File: config.mk
export PLATFORM = sky130hd
export DESIGN_NAME = r2sdf_fft
export DESIGN_NICKNAME = d
export VERILOG_FILES = /design/src/rtl/r2sdf_fft.sv
export SDC_FILE = /design/constraint.sdc
export NUM_CORES = 1
export LEC_CHECK = 0
export BUFFER_PORTS_ARGS = -buffer_cell sky130_fd_sc_hd__buf_4
export CAP_MARGIN = 20
export CORE_ASPECT_RATIO = 0.8
export CORE_UTILIZATION = 30
export DETAILED_ROUTE_END_ITERATION = 10
export PLACE_DENSITY_LB_ADDON = 0.3
export REMOVE_ABC_BUFFERS = 1
export SETUP_SLACK_MARGIN = 0.2
export SLEW_MARGIN = 5
export SYNTH_ARGS = -nofsm -noshare
export SYNTH_HDL_FRONTEND = slang
export SYNTH_SLANG_ARGS = --single-unit
File: constraint.sdc
create_clock -name clk -period 6.4 [get_ports clk]
set_input_delay 0.64 -clock clk [delete_from_list [all_inputs] [get_ports clk]]
set_output_delay 0.64 -clock clk [all_outputs]
set_load 0.01 [all_outputs]
File: src/rtl/r2sdf_fft.sv
// r2sdf_fft -- streaming radix-2 single-path delay-feedback FFT (DIF).
//
// One complex sample in, one complex result out per accepted cycle; results
// leave in bit-reversed bin order with full word growth (no scaling).
//
// Parameters
//   W      input component width (signed)
//   LOG2N  log2 of the transform size N (1..6)
//   TW     twiddle width (signed), 1.0 == 2^(TW-2)
// Ports
//   clk                 rising-edge clock
//   reset               asynchronous active-high reset
//   in_valid            sample accept strobe; all state advances only on it
//   in_re, in_im        input sample (W bits each)
//   out_valid           output meaningful (in_valid once the pipe is primed)
//   out_re, out_im      result (W+LOG2N bits each)
//   out_bin             natural bin index of the current result
//   out_sof             first result (bin 0) of a frame
module r2sdf_fft #(
    parameter int W     = 8,
    parameter int LOG2N = 3,
    parameter int TW    = 10
) (
    input  logic                 clk,
    input  logic                 reset,
    input  logic                 in_valid,
    input  logic [W-1:0]         in_re,
    input  logic [W-1:0]         in_im,
    output logic                 out_valid,
    output logic [W+LOG2N-1:0]   out_re,
    output logic [W+LOG2N-1:0]   out_im,
    output logic [LOG2N-1:0]     out_bin,
    output logic                 out_sof
);
    localparam int N    = 1 << LOG2N;
    localparam int NH   = N / 2;
    localparam int WMAX = W + LOG2N;
    localparam int L    = N - 1 + LOG2N;
    localparam int PCW  = $clog2(L);
    localparam longint ONE = 64'sd1 <<< 28;

    // cos / -sin of 2*pi*m/N scaled by 2^(TW-2), rounded half away from zero.
    // Integer Taylor series in Q28 after folding the angle into [0, pi/2].
    function automatic int twiddle(input int m, input bit want_sin);
        longint pi_q, x, x2, t, acc, mag, r;
        bit     flip;
        pi_q = 64'sd843314857;
        x    = (pi_q * longint'(2 * m)) / longint'(N);
        flip = 1'b0;
        if (x > pi_q / 2) begin
            x    = pi_q - x;
            flip = !want_sin;
        end
        x2  = (x * x) >>> 28;
        t   = want_sin ? x : ONE;
        acc = t;
        for (int i = 1; i < 12; i++) begin
            if (want_sin) t = -(((t * x2) >>> 28) / longint'((2 * i) * (2 * i + 1)));
            else          t = -(((t * x2) >>> 28) / longint'((2 * i - 1) * (2 * i)));
            acc = acc + t;
        end
        if (flip)     acc = -acc;
        if (want_sin) acc = -acc;
        mag = (acc < 0) ? -acc : acc;
        r   = ((mag <<< (TW - 2)) + (ONE >>> 1)) >>> 28;
        return int'((acc < 0) ? -r : r);
    endfunction

    logic signed [TW-1:0] rom_c  [NH];
    logic signed [TW-1:0] rom_ns [NH];
    for (genvar m = 0; m < NH; m++) begin : g_rom
        assign rom_c[m]  = TW'(twiddle(m, 1'b0));
        assign rom_ns[m] = TW'(twiddle(m, 1'b1));
    end

    // Inter-stage data, sign-extended to the widest stage width.
    logic signed [WMAX-1:0] st_re [LOG2N+1];
    logic signed [WMAX-1:0] st_im [LOG2N+1];
    assign st_re[0] = WMAX'($signed(in_re));
    assign st_im[0] = WMAX'($signed(in_im));

    for (genvar s = 0; s < LOG2N; s++) begin : g_stage
        localparam int WO  = W + s + 1;
        localparam int D   = N >> (s + 1);
        localparam int CW  = LOG2N - s;
        // Samples reach stage s OFF accepted cycles after the input; the
        // counter starts at -OFF so its phase lines up with stage-local data.
        localparam int OFF = N - (N >> s) + s;
        localparam logic [CW-1:0] CRST = CW'((1 << CW) - (OFF % (1 << CW)));

        logic [CW-1:0]        c_q;
        logic signed [WO-1:0] fre_q [D];
        logic signed [WO-1:0] fim_q [D];
        logic signed [WO-1:0] ore_q, oim_q, ore_d, oim_d;
        logic signed [WO-1:0] a_re, a_im, h_re, h_im, t_re, t_im, wre, wim;

        assign a_re = WO'(st_re[s]);
        assign a_im = WO'(st_im[s]);
        assign h_re = fre_q[D-1];
        assign h_im = fim_q[D-1];

        if (s < LOG2N - 1) begin : g_tw
            localparam int PW = WO + TW + 1;
            localparam logic signed [PW-1:0] RND = PW'(2 ** (TW - 3));
            logic [LOG2N-2:0]     m;
            logic signed [TW-1:0] wc, ws;
            logic signed [PW-1:0] p_re, p_im;
            assign m    = (LOG2N - 1)'(c_q[CW-2:0]) << s;
            assign wc   = rom_c[m];
            assign ws   = rom_ns[m];
            assign p_re = PW'(h_re) * PW'(wc) - PW'(h_im) * PW'(ws);
            assign p_im = PW'(h_re) * PW'(ws) + PW'(h_im) * PW'(wc);
            assign t_re = WO'((p_re + RND) >>> (TW - 2));
            assign t_im = WO'((p_im + RND) >>> (TW - 2));
        end else begin : g_notw
            assign t_re = h_re;
            assign t_im = h_im;
        end

        // Phase 0: fill FIFO, emit twiddled difference from previous half.
        // Phase 1: emit sum, park the difference in the FIFO.
        always_comb begin
            if (c_q[CW-1]) begin
                ore_d = h_re + a_re;
                oim_d = h_im + a_im;
                wre   = h_re - a_re;
                wim   = h_im - a_im;
            end else begin
                ore_d = t_re;
                oim_d = t_im;
                wre   = a_re;
                wim   = a_im;
            end
        end

        always_ff @(posedge clk or posedge reset) begin
            if (reset) begin
                c_q   <= CRST;
                ore_q <= '0;
                oim_q <= '0;
                for (int i = 0; i < D; i++) begin
                    fre_q[i] <= '0;
                    fim_q[i] <= '0;
                end
            end else if (in_valid) begin
                c_q      <= c_q + CW'(1);
                ore_q    <= ore_d;
                oim_q    <= oim_d;
                fre_q[0] <= wre;
                fim_q[0] <= wim;
                for (int i = 1; i < D; i++) begin
                    fre_q[i] <= fre_q[i-1];
                    fim_q[i] <= fim_q[i-1];
                end
            end
        end

        assign st_re[s+1] = WMAX'(ore_q);
        assign st_im[s+1] = WMAX'(oim_q);
    end

    // Priming and output bin tracking.
    logic [PCW-1:0]   pcnt_q, pcnt_d;
    logic             primed_q, primed_d;
    logic [LOG2N-1:0] ocnt_q, ocnt_d;

    assign primed_d  = primed_q | (in_valid & (pcnt_q == PCW'(L - 1)));
    assign pcnt_d    = (in_valid && !primed_q) ? pcnt_q + PCW'(1) : pcnt_q;
    assign out_valid = in_valid & primed_q;
    assign ocnt_d    = out_valid ? ocnt_q + LOG2N'(1) : ocnt_q;

    always_ff @(posedge clk or posedge reset) begin
        if (reset) begin
            pcnt_q   <= '0;
            primed_q <= 1'b0;
            ocnt_q   <= '0;
        end else begin
            pcnt_q   <= pcnt_d;
            primed_q <= primed_d;
            ocnt_q   <= ocnt_d;
        end
    end

    always_comb begin
        out_bin = '0;
        for (int i = 0; i < LOG2N; i++) out_bin[i] = ocnt_q[LOG2N-1-i];
    end

    assign out_sof = out_valid & (ocnt_q == '0);
    assign out_re  = st_re[LOG2N];
    assign out_im  = st_im[LOG2N];
endmodule

==> impl_metrics.json, run 1 <==
{
  "status": "completed",
  "clkSlewWorstSetupHoldPaths_ns": 0.06,
  "synth-edff-count": 0,
  "setup_violations": 0,
  "fin_crit_ns": 6.35,
  "crit_path_end_kind": "register",
  "seq_area_frac_synth_pct": 20.1,
  "path_class": "reg -> reg",
  "dp_hpwl_mm": 49.0,
  "antenna_found_initial": 0,
  "synthCells": 2686,
  "cts-buffers-inserted": 26,
  "core_area_mm2": 0.0846,
  "post-route-drc-count": 0,
  "relSlewSlack_pct": 39.7,
  "syn-mean-instance-area_um2": 9.63,
  "antennaDiodeCount": 0,
  "synth_cell_types": 69,
  "gp_congestion": 0.852,
  "area_growth_syn_to_layout_pct": 15.0,
  "min_period_over_period_pct": 99.2,
  "grt_max_degree": 113,
  "grt_use_met3_pct": 2.16,
  "first_global_vias": 18300,
  "die_h_um": 265,
  "tightest_slew_ns": 0.905,
  "finClkSkew_ns": 0.0101,
  "drt_first_pass_iters": 4,
  "drv_slew": 0,
  "max_freq_mhz": 158,
  "crit_path_max_fanout": 4,
  "ys_top_cells_by_count": "inv_1 (536), ha_1 (396), fa_1 (274), dfrtp_1 (206), nor2_1 (148)",
  "via_per_inst": 4.48,
  "grt_pass1_wl_mm": 101,
  "setup_slack_ns": 0.0514,
  "synth-seq-cells": 208,
  "htreeDepth": 1,
  "fp.dieW_um": 330,
  "synth_top_area_cell": "fa_1",
  "groute.usage.overall_pct": 14.5,
  "synth.most_common_cell": "inv_1",
  "use_met2_pct": 21.6,
  "drive_gt1_share_pct": 14.6,
  "gr-max-usage-layer": "met1",
  "io_pins": 46,
  "hold_class": "in -> async",
  "clockBufferDepth": 3,
  "std_cell_rows": 95,
  "use_met1_pct": 22.2,
  "rsz0062_at_grt": "yes",
  "vias": 17700,
  "die_area_mm2": 0.0874,
  "preCtsSetupSlack_ns": -0.360,
  "synth_warnings": 0,
  "hold_ws_ns": 0.126,
  "postCtsHoldBufs": 0,
  "max_cap_viol_count": 0,
  "nets": 3503,
  "routedWlPerCell_um": 15.5,
  "worst_ep_required_time_ns": 6.84,
  "ant_nets": 0,
  "clkLatencyLatePin_ns": 0.56,
  "syn_area_mm2": 0.0259,
  "ys.flop_type": "dfrtp_1",
  "globalRoute.totalOverflow": 0,
  "yosysTopAreaCellShare_pct": 21.2,
  "drt_iter0_drc": 884,
  "startpoint_type": "register",
  "cts_root_buf": "clkbuf_16",
  "worstPathArrival_ns": 6.79,
  "portBuffers": 45,
  "async_reset_ff_share_pct": 100,
  "wl_mm": 61.2,
  "cts_sinks": 208,
  "final_hold_viol_count": 0,
  "yosys-top-cells-area": "fa_1 (21%), dfrtp_1 (20%), ha_1 (19%)",
  "cts_tree": "built",
  "fillers": 8707,
  "start_util_pct": 30.6
}
==> registers in the layout, summed over array words and instances, names as in the netlist <==
signal and flops:
g_stage.fim_q 48, g_stage.fre_q 48, g_stage.h_im 19, g_stage.h_re 19
g_stage.oim_q 19, g_stage.ore_q 19, out_im 11, out_re 11
g_stage.c_q 6, pcnt_q 4, ocnt_q 3, primed_q 1
==> critical path, cell delays in order, from the launching register on <==
cell and delay (ns):
dfrtp_1 0.42, inv_2 0.10, ha_4 0.17, buf_12 0.12, nand2_4 0.05, buf_6 0.11
fa_1 0.49, inv_1 0.05, fa_1 0.47, inv_1 0.05, fa_1 0.53, inv_1 0.05
fa_1 0.45, fa_2 0.55, fa_1 0.44, fa_1 0.51, ha_4 0.29, o21ai_2 0.06
a211o_1 0.27, o211a_1 0.14, o211a_1 0.23, a21oi_2 0.14, xnor2_1 0.13, nor2_1 0.07
a311o_1 0.34
==> final timing paths <==
check,from,to,slack [ns],cells after the start
worst max-delay path,g_stage[0].c_q[1],g_stage[0].ore_q[8],0.05,24
worst min-delay path,reset,ocnt_q[1],0.13,2
worst max register to register,g_stage[0].c_q[1],g_stage[0].ore_q[8],0.05,24
worst min register to register,pcnt_q[3],pcnt_q[3],0.48,1
max in group asynchronous,reset,g_stage[2].c_q,4.87,3
min in group clk,in_re[0],g_stage[0].fre_q[27],0.37,3
==> what timing repair did <==
action	in CTS	in global routing
buffers inserted	6	5
resized for setup	56	40
endpoints found under the setup margin	18	18
pin swaps	58	50
==> cell families (layout without fill, tap and decap cells) <==
family / Yosys count / after routing / synth area share, %
fa+ha+maj: 670 / 670 / 40.4
buf+inv: 627 / 773 / 9.13
mux: 121 / 121 / 5.09
other cells: 2 / 4 / 0.0290
simple gates: 442 / 442 / 8.03
compound gates: 426 / 426 / 10.8
xor+xnor: 190 / 190 / 6.43
flops: 208 / 208 / 20.1
==> per-layer routing <==
| layer | up-vias | share of wire (%) |
|---|---|---|
| met5 | - | 0 |
| met4 | 0 | 1.4 |
| met3 | 44 | 3.4 |
| met2 | 188 | 42 |
| met1 | 8586 | 53 |
| li1 | 8893 | - |
==> cell type report <==
cell class | instances | area [um2] | area share (%)
clock buffer | 33 | 738 | 2.48
clock inverter | 15 | 161 | 0.543
inverter | 536 | 2020 | 6.80
multi-input combinational | 1853 | 18700 | 63.0
sequential | 208 | 5210 | 17.5
tap | 1115 | 1400 | 4.69
timing repair buffer | 189 | 1490 | 5.01
==> placed cells by master (no fill, tap or decap), types with 39 or more instances in the layout <==
cell type / count
fa_1: 265
a21o_1: 51
mux2_2: 81
ha_1: 378
xor2_1: 43
xnor2_1: 143
nor2_1: 147
nand2_1: 112
a21oi_1: 128
inv_1: 524
o21ai_0: 75
nor2b_1: 49
mux2i_1: 39
buf_4: 180
dfrtp_1: 203
==> metrics by stage <==
step / instance area [um2] / cells / TNS, ns / util, %
floorplan: 25500 / 2597 / -4.49 / -
global placement: 28300 / 3890 / -1.69 / 33.4
detailed placement: 28300 / 3890 / -3.18 / 33.4
CTS: 29500 / 3944 / 0 / 34.9
global route: 29700 / 3949 / -0.623 / 35.1
finish: 29700 / 3949 / 0 / 35.1
Power of run 1 is not shown: default switching activity piles up to over one toggle a cycle in this logic, so the estimate is an artifact.
==> inputs of run 2 (changes only) <==
- clock period: 6.4 -> 6.45 ns (I/O delays scaled with it)
==> impl_metrics.json, run 2 (synthesis results as in run 1) <==
{
  "status": "completed",
  "antennaDiodeCount": 0,
  "cts_sinks": 208,
  "hold_class": "in -> async",
  "clkLatencyLatePin_ns": 0.57,
  "crit_path_end": "g_stage[0].oim_q[7]",
  "post-route-util_pct": 35.3,
  "portBuffers": 45,
  "critPathLaunch": "g_stage[0].c_q[1]",
  "crit_path_max_fanout": 8,
  "worstPathArrival_ns": 6.81,
  "drive_gt1_share_pct": 14.8,
  "io_pins": 46,
  "ant_nets": 0,
  "max_freq_mhz": 159,
  "final_area_mm2": 0.0298,
  "layout_commonest_cell": "inv_1",
  "drt_first_pass_iters": 5,
  "final_hold_viol_count": 0,
  "grt_max_degree": 157,
  "relSlewSlack_pct": 49.6,
  "worstReg2RegStart": "g_stage[0].c_q[1]",
  "fp.dieW_um": 330,
  "reg2reg_depth": 22,
  "clockBufferDepth": 3,
  "tightest_slew_ns": 0.755,
  "final_cell_mix": "inv_1 (523), ha_1 (384), fa_1 (261)",
  "postCtsHoldBufs": 0,
  "placedInstanceArea_mm2": 0.0283,
  "via_per_inst": 4.47,
  "wl_mm": 60.8,
  "die_area_mm2": 0.0874,
  "clkSlewWorstSetupHoldPaths_ns": 0.06,
  "first_global_vias": 18100,
  "grt_pass1_wl_mm": 101,
  "antenna_found_initial": 0,
  "drt_iter0_drc": 854,
  "grt_use_met3_pct": 1.66,
  "ff2ff_setup_slack_ns": 0.15,
  "startpoint_type": "register",
  "groute.usage.overall_pct": 14.4,
  "routedWlPerCell_um": 15.4,
  "use_met2_pct": 21.3,
  "die_h_um": 265,
  "nets": 3509,
  "crit_path_end_kind": "register",
  "r2r-end": "g_stage[0].oim_q[7]",
  "rsz0062_at_grt": "yes",
  "cts_tree": "built",
  "area_growth_syn_to_layout_pct": 15.4,
  "worst_ep_required_time_ns": 6.96,
  "drv_slew": 0,
  "core_area_mm2": 0.0846,
  "vias": 17700,
  "post-route-drc-count": 0,
  "cts_root_buf": "clkbuf_16",
  "finClkSkew_ns": 0.0239,
  "top_regs": "g_stage.fim_q x48, g_stage.fre_q x48",
  "std_cell_rows": 95,
  "globalRoute.totalOverflow": 0,
  "use_met1_pct": 22.5,
  "cts-buffers-inserted": 26,
  "start_util_pct": 30.6,
  "fin_crit_ns": 6.30,
  "gr-max-usage-layer": "met1",
  "dp_hpwl_mm": 49.2,
  "setup_violations": 0,
  "max_cap_viol_count": 0,
  "htreeDepth": 1,
  "gp_congestion": 0.857,
  "fin_setup_tns_ns": 0,
  "min_period_over_period_pct": 97.7,
  "hold_ws_ns": 0.113,
  "path_class": "reg -> reg"
}
[run 2: cell types whose count changed in the layout (fill, tap and decap cells not counted), moves of 3 or more]
cell / delta
buf_6: +3
fa_1: -4
fa_2: +4
ha_1: +6
ha_4: -5
[run 2: worst min path at each step]
stage | from | slack (ns) | end | cells after the start
6_report | reset | 0.11 | ocnt_q[1] | 2
5_1_grt | reset | 0.15 | ocnt_q[1] | 2
4_1_cts | reset | 0.14 | ocnt_q[1] | 2
3_5_place_dp | g_stage[1].fim_q[17] | 0.47 | g_stage[1].fim_q[17] | 1
3_3_place_gp | g_stage[1].fim_q[17] | 0.46 | g_stage[1].fim_q[17] | 1
2_1_floorplan | pcnt_q[3] | 0.45 | pcnt_q[3] | 1
[run 2: layout make-up]
| type | instances | area [um2] |
|---|---|---|
| fillers | 8729 | 54800 |
| multi-input cells | 1853 | 18700 |
| flip-flops and latches | 208 | 5210 |
| inverters | 536 | 2020 |
| repair buffers | 195 | 1590 |
| well taps | 1115 | 1400 |
| clock buffers | 34 | 752 |
| clock inverters | 14 | 205 |
[run 2: worst max-delay path, cell delays in order (launching register included)]
cell and delay, ns:
dfrtp_1 0.37, buf_6 0.11, ha_4 0.22, buf_8 0.14, nand2_1 0.09, buf_6 0.15, fa_1 0.45, fa_1 0.49
inv_1 0.05, fa_1 0.57, fa_1 0.45, fa_1 0.51, inv_1 0.05, fa_1 0.52, inv_1 0.04, fa_1 0.48
ha_4 0.30, nand3_2 0.09, o31ai_4 0.31, nand2_2 0.10, mux2_4 0.32, a2111oi_4 0.31, a21o_1 0.11
[run 2: per-stage QoR]
| stage | setup slack, ns | std cells |
|---|---|---|
| detailed placement | -0.204 | 3891 |
| finish | 0.149 | 3955 |
| global placement | -0.139 | 3891 |
| floorplan | -0.589 | 2597 |
| CTS | 0.198 | 3948 |
| global route | -0.0564 | 3955 |
[run 2: metal layers]
metal / share of wire [%] / wire, um
met1: 54 / 33000
met2: 41 / 25000
met3: 2.9 / 1780
met4: 1.6 / 999
met5: 0 / 0
[run 2: timing repair]
item / 4_1_cts / 5_1_grt
setup buffers: 8 / 7
setup endpoints to repair: 14 / 18
pin swaps: 48 / 31
gates resized for setup: 59 / 42
gates cloned: 1 / 0
Power of run 2 is left out for the same reason.
==> inputs of run 3 (changes only) <==
- BUFFER_PORTS_ARGS: -buffer_cell sky130_fd_sc_hd__buf_4 -> -buffer_cell sky130_fd_sc_hd__buf_2
- CORE_MARGIN: default -> 5
==> impl_metrics.json, run 3 (synthesis results as in run 1) <==
{
  "ff2ff_setup_slack_ns": 0.13,
  "cts_tree": "built",
  "final_hold_viol_count": 0,
  "dpl.cell_count": 3897,
  "die_area_mm2": 0.0922,
  "critPathBufInv": 5,
  "globalRoute.totalOverflow": 0,
  "fin_crit_ns": 6.32,
  "post-route-drc-count": 0,
  "setup_violations": 0,
  "max_freq_mhz": 158,
  "drive_gt1_share_pct": 15.1,
  "nets": 3509,
  "core_area_mm2": 0.0856,
  "fin_setup_tns_ns": 0,
  "min_period_over_period_pct": 98.0,
  "antenna_found_initial": 3,
  "final_cell_mix": "inv_1 (521), ha_1 (382), fa_1 (259)",
  "layout_commonest_cell": "inv_1",
  "worst_ep_required_time_ns": 6.89,
  "clockBufferDepth": 3,
  "finClkSkew_ns": 0.0307,
  "routedWlPerCell_um": 15.6,
  "grt_max_degree": 143,
  "wl_mm": 61.8,
  "cpPeakStageDelay_ns": 0.59,
  "tightest_slew_ns": 0.901,
  "grt_pass1_wl_mm": 102,
  "antennaDiodeCount": 0,
  "postCtsHoldBufs": 0,
  "clkLatencyLatePin_ns": 0.57,
  "via_per_inst": 4.46,
  "post-route-util_pct": 34.7,
  "drt_iter0_drc": 863,
  "dp_hpwl_mm": 49.6,
  "ant_nets": 0,
  "drt_first_pass_iters": 5,
  "htreeDepth": 1,
  "status": "completed",
  "rsz0062_at_grt": "yes",
  "relSlewSlack_pct": 39.9,
  "hold_class": "in -> async",
  "crit_path_max_fanout": 8,
  "die_h_um": 273,
  "groute.usage.overall_pct": 13.5,
  "cts-buffers-inserted": 26,
  "final-instance-count-excl-fill": 3966,
  "portBuffers": 45,
  "std_cell_rows": 96,
  "worstPathArrival_ns": 6.77,
  "clkSlewWorstSetupHoldPaths_ns": 0.06,
  "top_regs": "g_stage.fim_q x48, g_stage.fre_q x48",
  "gp_congestion": 0.867,
  "crit_cells": 23,
  "critical_path.top_delay_family": "adder cells",
  "cpMaxStageDelayCell": "fa_2",
  "max_cap_viol_count": 0,
  "area_growth_syn_to_layout_pct": 15.0,
  "startpoint_type": "register",
  "reg2reg_depth": 23,
  "cts_root_buf": "clkbuf_16",
  "cts_sinks": 208,
  "fp.dieW_um": 338,
  "start_util_pct": 30.2,
  "vias": 17700,
  "crit_top_cell": "fa_1",
  "first_global_vias": 18300,
  "drv_slew": 0,
  "path_class": "reg -> reg",
  "fillers": 8712,
  "crit_chain": "ha_4, buf_12, buf_16, nand2_1, inv_1, fa_1, fa_1, inv_1, fa_1, inv_1, fa_1, fa_2, fa_1, ha_4, ha_4, nand3_2, a211o_1, o211a_1, o211a_1, a21oi_2, xnor2_1, nor2_1, a311o_1",
  "crit_path_end_kind": "register",
  "io_pins": 46
}
run 3: layer usage:
layer	vias to the layer above	global-route usage, %	routed length [um]	part of all wire (%)
li1	8913	-	-	-
met1	8515	20.9	32800	53
met2	210	20.2	25700	42
met3	49	2.21	2490	4.0
met4	2	1.77	808	1.3
met5	-	0	20	0.032
run 3: final cells by class:
type / count / area (um2) / area share, %
clock inverter: 6 / 108 / 0.362
tap: 1127 / 1410 / 4.74
multi-input combinational: 1853 / 18700 / 62.9
timing repair buffer: 195 / 1470 / 4.95
inverter: 536 / 2020 / 6.80
sequential: 208 / 5210 / 17.5
clock buffer: 41 / 808 / 2.72
run 3: final timing paths:
| kind | from | to |
|---|---|---|
| hold reg to reg | g_stage[1].fim_q[11] | g_stage[1].h_im[1] |
| setup reg to reg | g_stage[0].c_q[0] | g_stage[0].ore_q[8] |
| hold / removal | reset | ocnt_q[1] |
| max in group asynchronous | reset | g_stage[2].c_q |
| setup / recovery | g_stage[0].c_q[0] | g_stage[0].ore_q[8] |
| min in group clk | in_re[0] | g_stage[0].fre_q[27] |
run 3: timing repair:
| action | 4_1_cts | 5_1_grt |
|---|---|---|
| gates resized for setup | 67 | 59 |
| setup endpoints to repair | 14 | 17 |
| pin swaps | 60 | 45 |
| gates cloned | 1 | 0 |
| buffers inserted | 16 | 5 |
run 3: worst register-to-register path, delay by kind of cell (launching register included):
kind | cells | cell delay, ns
adders and majority gates | 9 | 3.85
buffers and inverters | 5 | 0.44
AOI/OAI and AO/OA | 5 | 1.10
and+or+nand+nor | 3 | 0.22
DFF | 1 | 0.46
xor gates and xnor gates | 1 | 0.13
run 3: metrics by stage:
step,setup WS (ns),instance area [um2],hold slack [ns]
after floorplan,-0.589,25500,0.446
after global placement,-0.186,28100,0.461
after detailed placement,-0.288,28100,0.464
after CTS,0.173,29500,0.239
after global routing,-0.128,29700,0.289
final,0.127,29700,0.198
Power of run 3 is left out for the same reason.
